`src/rtl/cvxif_instr_pkg.sv`:
```
// Shared CV-X-IF instruction table for the custom0..3 opcode set.
// Entry index is the execution slot; the first matching entry wins.
package cvxif_instr_pkg;

  typedef struct packed {
    logic [31:0] mask;
    logic [31:0] pattern;
    logic        writeback;
  } instr_entry_t;

  localparam int NUM_INSTR = 4;

  localparam instr_entry_t INSTR_TABLE [NUM_INSTR] = '{
    '{mask: 32'h0000_007F, pattern: 32'h0000_000B, writeback: 1'b1},  // custom0
    '{mask: 32'h0000_007F, pattern: 32'h0000_002B, writeback: 1'b1},  // custom1
    '{mask: 32'h0000_007F, pattern: 32'h0000_005B, writeback: 1'b1},  // custom2
    '{mask: 32'h0000_007F, pattern: 32'h0000_007B, writeback: 1'b1}   // custom3
  };

endpackage

```
`src/rtl/cvxif_seq_pkg.sv`:
```
// Types and constants shared by the coprocessor sequencer and its decoder.
package cvxif_seq_pkg;

  typedef enum logic [1:0] {
    IDLE   = 2'd0,
    EXEC   = 2'd1,
    RESULT = 2'd2
  } fsm_state_e;

  // Control half of a buffer entry; id and operands live in separate
  // parameter-width arrays next to it.
  typedef struct packed {
    logic       valid;
    logic       committed;
    logic       dead;
    logic       writeback;
    logic [4:0] rd;
    logic [1:0] slot;
  } entry_t;

  localparam int NUM_SLOTS = 4;

  // Execution latency in cycles, indexed by decoded slot.
  localparam logic [2:0] LAT [NUM_SLOTS] = '{3'd1, 3'd2, 3'd3, 3'd4};

endpackage

```
`src/rtl/cvxif_seq_decoder.sv`:
```
// Combinational match of an instruction word against the shared table.
// Returns hit, slot index and writeback flag; lowest index wins.
module cvxif_seq_decoder
  import cvxif_instr_pkg::*;
(
  input  logic [31:0] instr,
  output logic        hit,
  output logic [1:0]  slot,
  output logic        writeback
);

  // NOTE: every output gets a default before the loop, so no latch is
  // inferred when nothing in the table matches.
  always_comb begin
    hit       = 1'b0;
    slot      = 2'd0;
    writeback = 1'b0;
    // Walk from the top so the lowest matching index is written last.
    for (int i = NUM_INSTR - 1; i >= 0; i--) begin
      if ((instr & INSTR_TABLE[i].mask) == INSTR_TABLE[i].pattern) begin
        hit       = 1'b1;
        slot      = 2'(i);
        writeback = INSTR_TABLE[i].writeback;
      end
    end
  end

endmodule

```
`src/rtl/cvxif_copro_sequencer.sv`:
```
// CV-X-IF coprocessor sequencer: decode/accept, in-order buffer, commit/kill,
// fixed-latency execute, result handshake. Macro CVXIF_SEQ_PERF_CNT_EN adds perf counters.
module cvxif_copro_sequencer
  import cvxif_seq_pkg::*;
#(
  parameter int unsigned XLEN       = 64,
  parameter int unsigned X_ID_WIDTH = 4,
  parameter int unsigned DEPTH      = 4
) (
  input  logic                  clk_i,
  input  logic                  rst_ni,
  input  logic                  issue_valid_i,
  output logic                  issue_ready_o,
  input  logic [31:0]           issue_instr_i,
  input  logic [X_ID_WIDTH-1:0] issue_id_i,
  input  logic [XLEN-1:0]       issue_rs1_i,
  input  logic [XLEN-1:0]       issue_rs2_i,
  output logic                  issue_accept_o,
  output logic                  issue_writeback_o,
  input  logic                  commit_valid_i,
  input  logic [X_ID_WIDTH-1:0] commit_id_i,
  input  logic                  commit_kill_i,
  output logic                  result_valid_o,
  input  logic                  result_ready_i,
  output logic [X_ID_WIDTH-1:0] result_id_o,
  output logic [4:0]            result_rd_o,
  output logic [XLEN-1:0]       result_data_o,
  output logic                  result_we_o,
  output logic                  busy_o,
  output logic [31:0]           perf_accepted_o,
  output logic [31:0]           perf_killed_o
);

  localparam int unsigned PW = $clog2(DEPTH);

  logic       dec_hit;
  logic [1:0] dec_slot;
  logic       dec_wb;

  cvxif_seq_decoder u_decoder (
    .instr     (issue_instr_i),
    .hit       (dec_hit),
    .slot      (dec_slot),
    .writeback (dec_wb)
  );

  entry_t                ctrl_q [DEPTH];
  logic [X_ID_WIDTH-1:0] id_q   [DEPTH];
  logic [XLEN-1:0]       rs1_q  [DEPTH];
  logic [XLEN-1:0]       rs2_q  [DEPTH];

  logic [PW:0]   wr_ptr_q, rd_ptr_q, wr_ptr_d, rd_ptr_d;
  logic [PW-1:0] wr_idx, rd_idx;
  logic          empty, full_d, ready_q;
  entry_t        head;

  fsm_state_e      state_q, state_d;
  logic [2:0]      cnt_q;
  logic [1:0]      op_slot_q;
  logic [XLEN-1:0] op_a_q, op_b_q, alu_res;

  logic [X_ID_WIDTH-1:0] res_id_q;
  logic [4:0]            res_rd_q;
  logic [XLEN-1:0]       res_data_q;
  logic                  res_we_q;

  logic             push, pop, launch, dead_pop, res_pop, new_hit;
  logic [DEPTH-1:0] cm_hit;

  assign wr_idx = wr_ptr_q[PW-1:0];
  assign rd_idx = rd_ptr_q[PW-1:0];
  assign head   = ctrl_q[rd_idx];
  assign empty  = (wr_ptr_q == rd_ptr_q);

  // Ready comes straight from a flop so it never depends on same-cycle inputs.
  assign issue_ready_o     = ready_q;
  assign issue_accept_o    = ready_q && dec_hit;
  assign issue_writeback_o = ready_q && dec_hit && dec_wb;
  assign push              = issue_valid_i && ready_q && dec_hit;
  assign pop               = dead_pop || res_pop;
  assign busy_o            = !empty || (state_q != IDLE);

  assign wr_ptr_d = wr_ptr_q + {{PW{1'b0}}, push};
  assign rd_ptr_d = rd_ptr_q + {{PW{1'b0}}, pop};
  assign full_d   = (wr_ptr_d[PW] != rd_ptr_d[PW]) &&
                    (wr_ptr_d[PW-1:0] == rd_ptr_d[PW-1:0]);

  // A commit/kill for the id being pushed this cycle lands on the new entry.
  assign new_hit = commit_valid_i && (commit_id_i == issue_id_i);

  // The executing head is already committed, so commit/kill no longer touch it.
  always_comb begin
    cm_hit = '0;
    for (int i = 0; i < DEPTH; i++) begin
      cm_hit[i] = commit_valid_i && ctrl_q[i].valid && (id_q[i] == commit_id_i) &&
                  !((state_q != IDLE) && (PW'(i) == rd_idx));
    end
  end

  // NOTE: state registers use non-blocking assignments so every flop samples
  // pre-edge values regardless of process ordering.
  always_ff @(posedge clk_i or negedge rst_ni) begin
    if (!rst_ni) begin
      wr_ptr_q <= '0;
      rd_ptr_q <= '0;
      ready_q  <= 1'b0;
      for (int i = 0; i < DEPTH; i++) ctrl_q[i] <= '0;
    end else begin
      wr_ptr_q <= wr_ptr_d;
      rd_ptr_q <= rd_ptr_d;
      ready_q  <= !full_d;
      for (int i = 0; i < DEPTH; i++) begin
        if (push && (wr_idx == PW'(i))) begin
          ctrl_q[i] <= '{valid:     1'b1,
                         committed: new_hit && !commit_kill_i,
                         dead:      new_hit && commit_kill_i,
                         writeback: dec_wb,
                         rd:        issue_instr_i[11:7],
                         slot:      dec_slot};
        end else if (pop && (rd_idx == PW'(i))) begin
          ctrl_q[i] <= '0;
        end else if (cm_hit[i]) begin
          if (commit_kill_i) ctrl_q[i].dead      <= 1'b1;
          else               ctrl_q[i].committed <= 1'b1;
        end
      end
    end
  end

  // NOTE: payload storage has no reset; an entry is only read while its
  // valid bit (which is reset) is set.
  always_ff @(posedge clk_i) begin
    if (push) begin
      id_q[wr_idx]  <= issue_id_i;
      rs1_q[wr_idx] <= issue_rs1_i;
      rs2_q[wr_idx] <= issue_rs2_i;
    end
  end

  always_ff @(posedge clk_i or negedge rst_ni) begin
    if (!rst_ni) state_q <= IDLE;
    else         state_q <= state_d;
  end

  always_comb begin
    state_d = state_q;
    unique case (state_q)
      IDLE:    if (!empty && !head.dead && head.committed) state_d = EXEC;
      EXEC:    if (cnt_q == 3'd0) state_d = RESULT;
      RESULT:  if (result_ready_i) state_d = IDLE;
      default: state_d = IDLE;
    endcase
  end

  always_comb begin
    launch         = 1'b0;
    dead_pop       = 1'b0;
    res_pop        = 1'b0;
    result_valid_o = 1'b0;
    result_id_o    = '0;
    result_rd_o    = '0;
    result_data_o  = '0;
    result_we_o    = 1'b0;
    unique case (state_q)
      IDLE: begin
        dead_pop = !empty && head.dead;
        launch   = !empty && !head.dead && head.committed;
      end
      RESULT: begin
        result_valid_o = 1'b1;
        result_id_o    = res_id_q;
        result_rd_o    = res_rd_q;
        result_data_o  = res_data_q;
        result_we_o    = res_we_q;
        res_pop        = result_ready_i;
      end
      default: ;
    endcase
  end

  always_comb begin
    case (op_slot_q)
      2'd0:    alu_res = op_a_q + op_b_q;
      2'd1:    alu_res = op_a_q - op_b_q;
      2'd2:    alu_res = op_a_q ^ op_b_q;
      default: alu_res = op_a_q & op_b_q;
    endcase
  end

  // The head stays in the buffer until the result handshake, so the result
  // tag is read from it at the end of EXEC.
  always_ff @(posedge clk_i or negedge rst_ni) begin
    if (!rst_ni) begin
      cnt_q      <= '0;
      op_slot_q  <= '0;
      op_a_q     <= '0;
      op_b_q     <= '0;
      res_id_q   <= '0;
      res_rd_q   <= '0;
      res_data_q <= '0;
      res_we_q   <= 1'b0;
    end else begin
      if (launch) begin
        op_a_q    <= rs1_q[rd_idx];
        op_b_q    <= rs2_q[rd_idx];
        op_slot_q <= head.slot;
        cnt_q     <= LAT[head.slot] - 3'd1;
      end else if ((state_q == EXEC) && (cnt_q != 3'd0)) begin
        cnt_q <= cnt_q - 3'd1;
      end
      if ((state_q == EXEC) && (cnt_q == 3'd0)) begin
        res_data_q <= alu_res;
        res_id_q   <= id_q[rd_idx];
        res_rd_q   <= head.rd;
        res_we_q   <= head.writeback;
      end
    end
  end

`ifdef CVXIF_SEQ_PERF_CNT_EN
  logic [31:0] perf_acc_q, perf_kill_q;

  always_ff @(posedge clk_i or negedge rst_ni) begin
    if (!rst_ni) begin
      perf_acc_q  <= '0;
      perf_kill_q <= '0;
    end else begin
      if (push && (perf_acc_q != '1))      perf_acc_q  <= perf_acc_q + 32'd1;
      if (dead_pop && (perf_kill_q != '1)) perf_kill_q <= perf_kill_q + 32'd1;
    end
  end

  assign perf_accepted_o = perf_acc_q;
  assign perf_killed_o   = perf_kill_q;
`else
  assign perf_accepted_o = '0;
  assign perf_killed_o   = '0;
`endif

endmodule

```
`config.mk`:
```
export PLATFORM = sky130hd
export DESIGN_NAME = cvxif_copro_sequencer
export DESIGN_NICKNAME = d
export VERILOG_FILES = /design/src/rtl/cvxif_instr_pkg.sv /design/src/rtl/cvxif_seq_pkg.sv /design/src/rtl/cvxif_seq_decoder.sv /design/src/rtl/cvxif_copro_sequencer.sv
export SDC_FILE = /design/constraint.sdc
export NUM_CORES = 1
export LEC_CHECK = 0
export ABC_CLOCK_PERIOD_IN_PS = 11800
export CAP_MARGIN = 20
export CORE_MARGIN = 10
export CORE_UTILIZATION = 60
export DETAILED_ROUTE_END_ITERATION = 8
export PLACE_DENSITY = 0.82
export SETUP_SLACK_MARGIN = 0.02
export SLEW_MARGIN = 20
export SYNTH_ARGS = -nofsm -noshare
export SYNTH_HDL_FRONTEND = slang
export SYNTH_SLANG_ARGS = --single-unit
export TNS_END_PERCENT = 100
```
`constraint.sdc`:
```
create_clock -name clk_i -period 11.8 [get_ports clk_i]
set_clock_uncertainty 0.1 [all_clocks]
set_input_delay 1.77 -clock clk_i [delete_from_list [all_inputs] [get_ports clk_i]]
set_output_delay 1.77 -clock clk_i [all_outputs]
set_load 0.05 [all_outputs]
```
==> impl_metrics.toml <==
[run_status]
status = "complete, no violations"

[detailed_routing]
vias = 23000
viasPerCell = 6.15
wl_um = 90800
wire_per_inst_um = 24.3
drc = 0
drtIter0Drc = 2113
dr.pass1.iters = 5
antenna_left = 0

[flow_run]
maxCapViolations = 0

[sta]
setup_ws_ps = 5520
period_needed_ps = 6280
fin_crit_sh = 0.532
finalMaxSlewViolations = 0
finalSetupViolations = 0
worst_pin_slew_ps = 1100
rsz0062_at_grt = "false"
final-hold-violation-count = 0
slew_headroom = 0.259
setup-tns-final_ps = 0
max_freq_mhz = 159

[critical_path]
startpoint = "op_b_q[12]"
end_kind = "flip-flop"
worstPathArrival_ps = 6680
crit_path_max_fanout = 8
critPathKind = "flip-flop to flip-flop"
cp-start-kind = "flip-flop"
rrSetupSlack_ps = 5520
worst_r2r_path_depth = 16
required_ps = 12200
rr_endpoint = "res_data_q[63]"
regToRegStartpoint = "op_b_q[12]"

[cells_and_area]
multiInputGateArea_mm2 = 0.0141
regArea_mm2 = 0.0224
n_fill_cell = 4072
nets = 3143
area_delta_synth_final_pct = 14.6
final_util = 0.694
drive_above_1_share = 0.161

[clock_network]
clock-root-buffer = "clkbuf_16"
cts_sinks = 788
cts_resized = 0
clkTransAtPathRegs_ps = 60
htreeDepth = 3
cts_setup_buffers = 0
insertion_delay_ps = 630
cts_tree = "built"
hold_buffers = 0
cts_buffers = 80
clockBufferDepth = 3

[hold_path]
hold_depth = 2
min_path_type = "flip-flop to flip-flop"
hp-start = "res_rd_q[1]"
hold_path_end = "res_rd_q[1]"

[yosys]
synth_area_leaders = "edfxtp_1 (43%), dfrtp_1 (17%), mux4_2 (8.6%), ha_1 (4.5%), mux2_2 (4.4%)"
ys_seq_area_frac = 0.599
synth_ff_type = "edfxtp_1"
ys_async_sr_fraction = 0.330
synth_cell_types = 85
yosysTopAreaCell = "edfxtp_1"
synth_top_area_frac = 0.425
yosysMostFrequentCell = "edfxtp_1"
synth_edf_count = 528
syn_inst = 2640
syn_avg_cell_area_um2 = 14.1
ys_seq_elements = 788
synthTopCellsByCount = "edfxtp_1 (528), dfrtp_1 (260), nand2_1 (231)"
syn_area_mm2 = 0.0373
yosysWarnings = 0

[floorplanning]
fp.dieW_um = 269
die_h_um = 269
die_area_mm2 = 0.0725
fp-row-count = 91
coreArea_mm2 = 0.0616
start_util = 0.606
io_pins = 317

[global_route]
grt_pass1_vias = 23700
antenna_found_initial = 5
grt_max_degree = 150
grtUsageTotal = 0.247
grt_first_pass_wirelength_um = 141000
grt_overflow = 0

[placed_design]
port_buffers = 232
place.gp.congestion = 0.926
dp_hpwl_um = 60300
place_ws_ps = 5570

[pwr]
finalPower_mw = 9.82
ir_drop_uv = 164
powerDensity_mw_per_mm2 = 230
p_leak_nw = 16.6
## worst max-delay path, cell delays in order, from the launching register on
cell       delay (ps)
dfrtp_1           450
or4_1             610
nand2b_1          250
nor4_1            920
nand2_1           300
o41ai_1           420
xor2_1            130
ha_1              510
nand4_1           280
nor3_1            440
o2111ai_1         290
a31oi_1           510
a21oi_1           190
o31ai_1           330
xnor2_1           110
o21ai_1           230
nand2_1            90
## where the power goes
group	total, mW	leakage, nW	switching [mW]	internal (mW)
combinational	3.58	7.11	1.98	1.60
sequential	3.74	8.19	0.447	3.29
clock	2.50	1.29	1.04	1.46
## logic make-up after synthesis
family                     Yosys count  share of synthesized area
AOI/OAI and AO/OA                  444                     0.0735
xor gates and xnor gates           150                     0.0354
adders and majority gates          135                     0.0455
buffers and inverters              228                     0.0302
DFF                                788                      0.599
muxes                              334                      0.142
other                                1                   0.000101
and+or+nand+nor                    560                     0.0738
## through the flow
stage	hold slack (ps)	instances	cell area, um2
final	366	3739	42800
after global routing	392	3739	42800
after CTS	369	3735	42700
after detailed placement	355	3589	40100
after global placement	355	3589	40100
after floorplan	330	2703	37500
## worst max path at each step
stage	to	slack, ps	cells after the start
after floorplan	ctrl_q[35]	4460	7
after detailed placement	res_data_q[63]	5570	16
after global placement	res_data_q[57]	5350	17
after CTS	res_data_q[63]	5560	16
after global routing	res_data_q[63]	5180	16
final	res_data_q[63]	5520	16
## layer usage
layer | vias up | GRT usage | part of all wire
met3 | 125 | 0.0403 | 0.063
li1 | 10300 | - | -
met1 | 11700 | 0.329 | 0.42
met5 | - | 0 | 0
met2 | 867 | 0.415 | 0.50
met4 | 0 | 0.0729 | 0.021
## cell type report
type | instances | share of cell area
antenna | 4 | 0.000234
clock buffer | 110 | 0.0540
clock inverter | 36 | 0.00711
inverter | 24 | 0.00234
multi-input combinational | 1687 | 0.330
sequential | 788 | 0.523
tap | 837 | 0.0245
timing repair buffer | 253 | 0.0591
## state kept, by name (all words and copies together) (netlist names), 3 cells and up
signal,count
cnt_q,3
res_rd_q,5
rs2_q,256
op_b_q,64
id_q,16
ctrl_q,44
wr_ptr_q,3
rd_ptr_q,3
rs1_q,256
res_id_q,4
op_a_q,64
res_data_q,64
## cells in the final DEF, fill, tap and decap left out, types with 12 or more instances in the layout
cell,count
a21oi_1,120
nand2b_1,13
inv_1,22
and2_1,84
clkbuf_1,15
mux2_2,146
nand3_1,37
clkinv_2,14
clkdlybuf4s50_1,231
and3_1,23
a31oi_1,15
xnor2_1,61
clkbuf_16,84
xor2_1,88
nor2_1,68
o31ai_1,16
mux4_2,142
dfrtp_1,256
edfxtp_1,528
o21ai_0,151
nor3_1,21
nand2_1,231
a22o_1,12
mux2i_1,46
conb_1,64
nand4_1,15
ha_1,134
o21a_1,13
a21o_1,40
buf_4,17
(Power assumes the default switching activity.)
